===== src/rtl/forwarding_hazard_unit.sv =====
// Forwarding-select and load-use stall generator for a 5-stage pipeline.
// Shadows the destination info of the EX and MEM instructions to resolve operand sources in ID.
module forwarding_hazard_unit #(
  parameter int REG_ADDR_W = 5,
  parameter int CNT_W      = 32
) (
  input  logic                  clk,
  input  logic                  rst,
  input  logic                  id_valid,
  input  logic [REG_ADDR_W-1:0] id_rs1,
  input  logic [REG_ADDR_W-1:0] id_rs2,
  input  logic                  id_uses_rs1,
  input  logic                  id_uses_rs2,
  input  logic [REG_ADDR_W-1:0] id_rd,
  input  logic                  id_reg_write,
  input  logic                  id_mem_read,
  input  logic                  flush,
  output logic                  stall,
  output logic [1:0]            forward_a,
  output logic [1:0]            forward_b,
  output logic [CNT_W-1:0]      stall_cnt
);

  localparam logic [1:0] FWD_REG = 2'b00;
  localparam logic [1:0] FWD_MEM = 2'b01;
  localparam logic [1:0] FWD_EX  = 2'b10;

  // x0 is hardwired to zero, so a write to it never produces a usable value
  function automatic logic slot_match(
    input logic                  valid,
    input logic                  rw,
    input logic [REG_ADDR_W-1:0] rd,
    input logic [REG_ADDR_W-1:0] src,
    input logic                  uses
  );
    return valid & rw & (rd != '0) & (rd == src) & uses;
  endfunction

  function automatic logic [CNT_W-1:0] sat_inc(input logic [CNT_W-1:0] c);
    return (&c) ? c : c + {{(CNT_W-1){1'b0}}, 1'b1};
  endfunction

  logic                  ex_valid, ex_rw, ex_mr;
  logic [REG_ADDR_W-1:0] ex_rd;
  logic                  mem_valid, mem_rw;
  logic [REG_ADDR_W-1:0] mem_rd;

  logic ex_m1, ex_m2, mem_m1, mem_m2;
  logic advance;
  logic [1:0] sel_a, sel_b;

  assign ex_m1  = slot_match(ex_valid,  ex_rw,  ex_rd,  id_rs1, id_uses_rs1);
  assign ex_m2  = slot_match(ex_valid,  ex_rw,  ex_rd,  id_rs2, id_uses_rs2);
  assign mem_m1 = slot_match(mem_valid, mem_rw, mem_rd, id_rs1, id_uses_rs1);
  assign mem_m2 = slot_match(mem_valid, mem_rw, mem_rd, id_rs2, id_uses_rs2);

  assign stall   = id_valid & ~flush & ex_valid & ex_mr & (ex_m1 | ex_m2);
  assign advance = id_valid & ~flush & ~stall;

  // Youngest producer wins: EX slot takes priority over MEM slot
  assign sel_a = ex_m1 ? FWD_EX : (mem_m1 ? FWD_MEM : FWD_REG);
  assign sel_b = ex_m2 ? FWD_EX : (mem_m2 ? FWD_MEM : FWD_REG);

  // ID -> EX -> MEM shadow pipeline, selects registered with the ID/EX advance
  always_ff @(posedge clk) begin
    if (rst) begin
      ex_valid  <= 1'b0;
      ex_rw     <= 1'b0;
      ex_mr     <= 1'b0;
      ex_rd     <= '0;
      mem_valid <= 1'b0;
      mem_rw    <= 1'b0;
      mem_rd    <= '0;
      forward_a <= FWD_REG;
      forward_b <= FWD_REG;
      stall_cnt <= '0;
    end else begin
      mem_valid <= ex_valid;
      mem_rw    <= ex_rw;
      mem_rd    <= ex_rd;
      if (advance) begin
        ex_valid  <= 1'b1;
        ex_rw     <= id_reg_write;
        ex_mr     <= id_mem_read;
        ex_rd     <= id_rd;
        forward_a <= sel_a;
        forward_b <= sel_b;
      end else begin
        ex_valid  <= 1'b0;
        ex_rw     <= 1'b0;
        ex_mr     <= 1'b0;
        forward_a <= FWD_REG;
        forward_b <= FWD_REG;
      end
      if (stall) stall_cnt <= sat_inc(stall_cnt);
    end
  end

endmodule


===== config.mk =====
export PLATFORM = sky130hd
export DESIGN_NAME = forwarding_hazard_unit
export DESIGN_NICKNAME = d
export VERILOG_FILES = /design/src/rtl/forwarding_hazard_unit.sv
export SDC_FILE = /design/constraint.sdc
export NUM_CORES = 1
export LEC_CHECK = 0
export CORE_MARGIN = 2
export CORE_UTILIZATION = 50
export CTS_CLUSTER_DIAMETER = 50
export CTS_CLUSTER_SIZE = 24
export DETAILED_ROUTE_END_ITERATION = 6
export PLACE_DENSITY = 0.8
export SLEW_MARGIN = 25
export SYNTH_ARGS = -nofsm -noshare
export SYNTH_HDL_FRONTEND = slang
export SYNTH_SLANG_ARGS = --single-unit
export TNS_END_PERCENT = 100

===== constraint.sdc =====
create_clock -name clk -period 2.3 [get_ports clk]
set_input_delay 0.46 -clock clk [delete_from_list [all_inputs] [get_ports clk]]
set_output_delay 0.46 -clock clk [all_outputs]
set_load 0.01 [all_outputs]

==> impl_metrics.env <==
export IMPL_p_int_mw=1.17
export IMPL_tightest_slew_ps=976
export IMPL_dieArea_sq_um=5710
export IMPL_syn_inst=288
export IMPL_slew_headroom_pct=34.9
export IMPL_arrival_ps=1810
export IMPL_startpoint_type="flip-flop"
export IMPL_hold_depth=1
export IMPL_hpwl_mm=4.46
export IMPL_ant_nets=0
export IMPL_core_area_sq_um=5010
export IMPL_min_from="ex_rw"
export IMPL_ir_drop_uv=544
export IMPL_grt_pass1_vias=2213
export IMPL_skew_ps=8.42
export IMPL_syn_cell_area_sq_um=2560
export IMPL_synth_adder_area_share_pct=0.489
export IMPL_crit_fanout=2
export IMPL_worstSetupStartpoint="ex_rd[1]"
export IMPL_cts_tree="done"
export IMPL_globalplace_congestion=0.814
export IMPL_finalCritPeriodShare_pct=98.5
export IMPL_wl_per_cell_um=13.9
export IMPL_diodes=0
export IMPL_max_freq_ghz=0.441
export IMPL_die_x_um=75.5
export IMPL_switchingPower_mw=0.335
export IMPL_track_usage_pct=21.6
export IMPL_num_rows=26
export IMPL_drtIter0Drc=180
export IMPL_cts_sinks=51
export IMPL_synth_avg_cell_area_sq_um=8.88
export IMPL_ys_types=42
export IMPL_synth_simple_gate_area_share_pct=31.1
export IMPL_grt_antenna_before_repair=0
export IMPL_cap_violations=0
export IMPL_p_leak_nw=1.33
export IMPL_yosys_warnings=0
export IMPL_drtPass1Iterations=4
export IMPL_clkTransAtPathRegs_ps=80
export IMPL_muxShareOfSynthArea_pct=4.79
export IMPL_numCtsBuffers=5
export IMPL_hold_violations=0
export IMPL_cp_data_required_time_ps=1840
export IMPL_hold_path_class="reg2reg"
export IMPL_grt_pass1_wl_mm=9.56
export IMPL_syn_nets=312
export IMPL_clock_path_buffers=2
export IMPL_ys_ff_latch=51
export IMPL_io_buffers=59
export IMPL_pwr_share_comb_pct=8.8
export IMPL_post_route_util_pct=71.9
export IMPL_drive_above_1_share_pct=20.4
export IMPL_synth_compound_area_share_pct=12.6
export IMPL_p_seq_share_pct=59.7
export IMPL_num_io_pins=60
export IMPL_period_needed_ps=2270
export IMPL_overflow=0
export IMPL_start_util_pct=51.1
export IMPL_synth_top_family_by_area="simple AND/OR/NAND/NOR gates"
export IMPL_clkPwrFrac_pct=31.5
export IMPL_slew_violations=0
export IMPL_clk_root_buffer_cell="clkbuf_8"
export IMPL_grt_max_degree=57
export IMPL_r2r_cells=7
export IMPL_yosysSeqAreaShare_pct=39.9
export IMPL_nets=403
export IMPL_drc_errors=0
export IMPL_power_mw=1.51
export IMPL_switching_share_pct=22.2
export IMPL_syn_to_final_growth_pct=40.7
export IMPL_die_y_um=75.5
export IMPL_vias=2466
export IMPL_status="complete, no violations"
export IMPL_crit_type="reg2out"
export IMPL_r2r_start="ex_rd[1]"
export IMPL_setup_viol=0
export IMPL_clk_latency_ps=300
export IMPL_vias_per_cell=5.50
export IMPL_synth_xor_area_share_pct=7.87
export IMPL_drt_total_wl_mm=6.23
export IMPL_critPathCaptureType="output pin"
export IMPL_powerDensity_nw_per_um2=419
export IMPL_h_tree_depth=2
-- logic make-up (layout without fill, tap and decap cells) --
logic type | Yosys count | in the layout
muxes | 11 | 11
buffers and inverters | 17 | 107
AOI/OAI and AO/OA | 51 | 51
DFF | 51 | 51
xor gates and xnor gates | 23 | 23
and+or+nand+nor | 134 | 134
adders and majority gates | 1 | 1
-- critical path: stages (launching register included) --
cell and delay [ps]:
dfxtp_2 330, or3_4 380, o311a_4 360, and3_4 160
o21ai_4 70, inv_2 80, buf_6 120
-- routing by layer --
layer | share of wire, % | GRT usage, % | up-vias
li1 | - | - | 1233
met1 | 44 | 26.0 | 1166
met2 | 51 | 37.7 | 56
met3 | 3.4 | 4.50 | 11
met4 | 1.8 | 8.58 | 0
met5 | 0 | 0 | -
-- flip-flops by register name, summed over array words and instances, names as in the netlist --
register   count
mem_rd         5
mem_valid      1
stall_cnt     32
mem_rw         1
ex_mr          1
ex_rw          1
forward_a      2
ex_rd          5
forward_b      2
ex_valid       1
-- repair_timing --
item / CTS / global route
gates resized for setup: 11 / 17
endpoints found under the setup margin: 20 / 31
gates cloned: 1 / 0
buffers inserted: 3 / 5
hold buffers: 0 / 0
pin swaps: 7 / 8
-- synth_stat cells --
cell type | n | share of area [%]
a21oi_1 | 22 | 4.3
and2_1 | 1 | 0.24
and3_1 | 1 | 0.24
and3_2 | 2 | 0.59
and3_4 | 1 | 0.44
and4_1 | 1 | 0.34
buf_2 | 2 | 0.39
buf_4 | 2 | 0.59
buf_6 | 1 | 0.44
clkbuf_1 | 8 | 1.2
dfxtp_1 | 51 | 40
ha_1 | 1 | 0.49
inv_1 | 4 | 0.59
mux2_2 | 10 | 4.4
mux2i_1 | 1 | 0.39
nand2_1 | 16 | 2.3
nand2b_1 | 2 | 0.49
nand3_1 | 10 | 2.0
nand4_1 | 12 | 2.9
nand4_2 | 3 | 1.5
nand4b_1 | 1 | 0.34
nor2_1 | 19 | 2.8
nor2_2 | 1 | 0.24
nor2b_1 | 19 | 4.6
nor3_1 | 7 | 1.4
nor3_4 | 1 | 0.64
nor3b_1 | 2 | 0.59
nor4_1 | 6 | 1.5
nor4_2 | 1 | 0.49
o2111ai_1 | 1 | 0.34
o211ai_1 | 1 | 0.29
o211ai_2 | 1 | 0.49
o21ai_0 | 10 | 2.0
o21ai_4 | 1 | 0.64
o311a_1 | 2 | 0.78
o31ai_1 | 13 | 3.8
or2_1 | 1 | 0.24
or2_2 | 2 | 0.49
or3_1 | 11 | 2.7
or4_1 | 14 | 4.1
xnor2_1 | 4 | 1.4
xor2_1 | 19 | 6.5
-- through the flow --
step	worst slack (ps)	cells	instance area (sq um)	hold slack [ps]	setup TNS [ps]
detailed placement	-465	433	3380	452	-11750
global route	-14.6	448	3600	495	-19.2
floorplan	191	288	2560	438	0
finish	34.5	448	3600	479	0
CTS	-9.47	443	3510	467	-11.9
global placement	-442	433	3380	455	-10370
-- final cells by class --
cell class / instances / area, sq um
clock buffers: 6 / 72.6
fillers: 395 / 1410
well taps: 70 / 87.6
inverters: 4 / 15.0
flip-flops and latches: 51 / 1020
multi-input cells: 220 / 1510
repair buffers: 97 / 892
-- cell usage in the layout (no fill, tap or decap), drive strengths merged, types with 3 or more instances in the layout --
cell	count
clkdlybuf4s50	51
nand3	10
inv	4
clkbuf	6
mux2	10
nor2b	19
dlymetal6s2s	4
o31ai	13
xnor2	4
o21ai	11
or3	11
or4	14
nand2	16
nand4	15
or2	3
and3	4
buf	40
a21oi	22
dfxtp	51
nor3	8
nor2	20
nor4	7
xor2	19
-- final timing paths --
check             end  slack, ps
max reg2reg  ex_rd[1]         80
min            mem_rw        480
max             stall         30
min reg2reg    mem_rw        480
-- power by group through the flow --
stage / registers (mW) / clock network, mW / logic [mW]
finish: 0.900 / 0.475 / 0.133
global route: 0.901 / 0.511 / 0.141
CTS: 0.899 / 0.483 / 0.130
detailed placement: 0.920 / 0 / 0.130
global placement: 0.920 / 0 / 0.126
floorplan: 0.920 / 0 / 0.0568
Power figures use the tool's default switching activity.
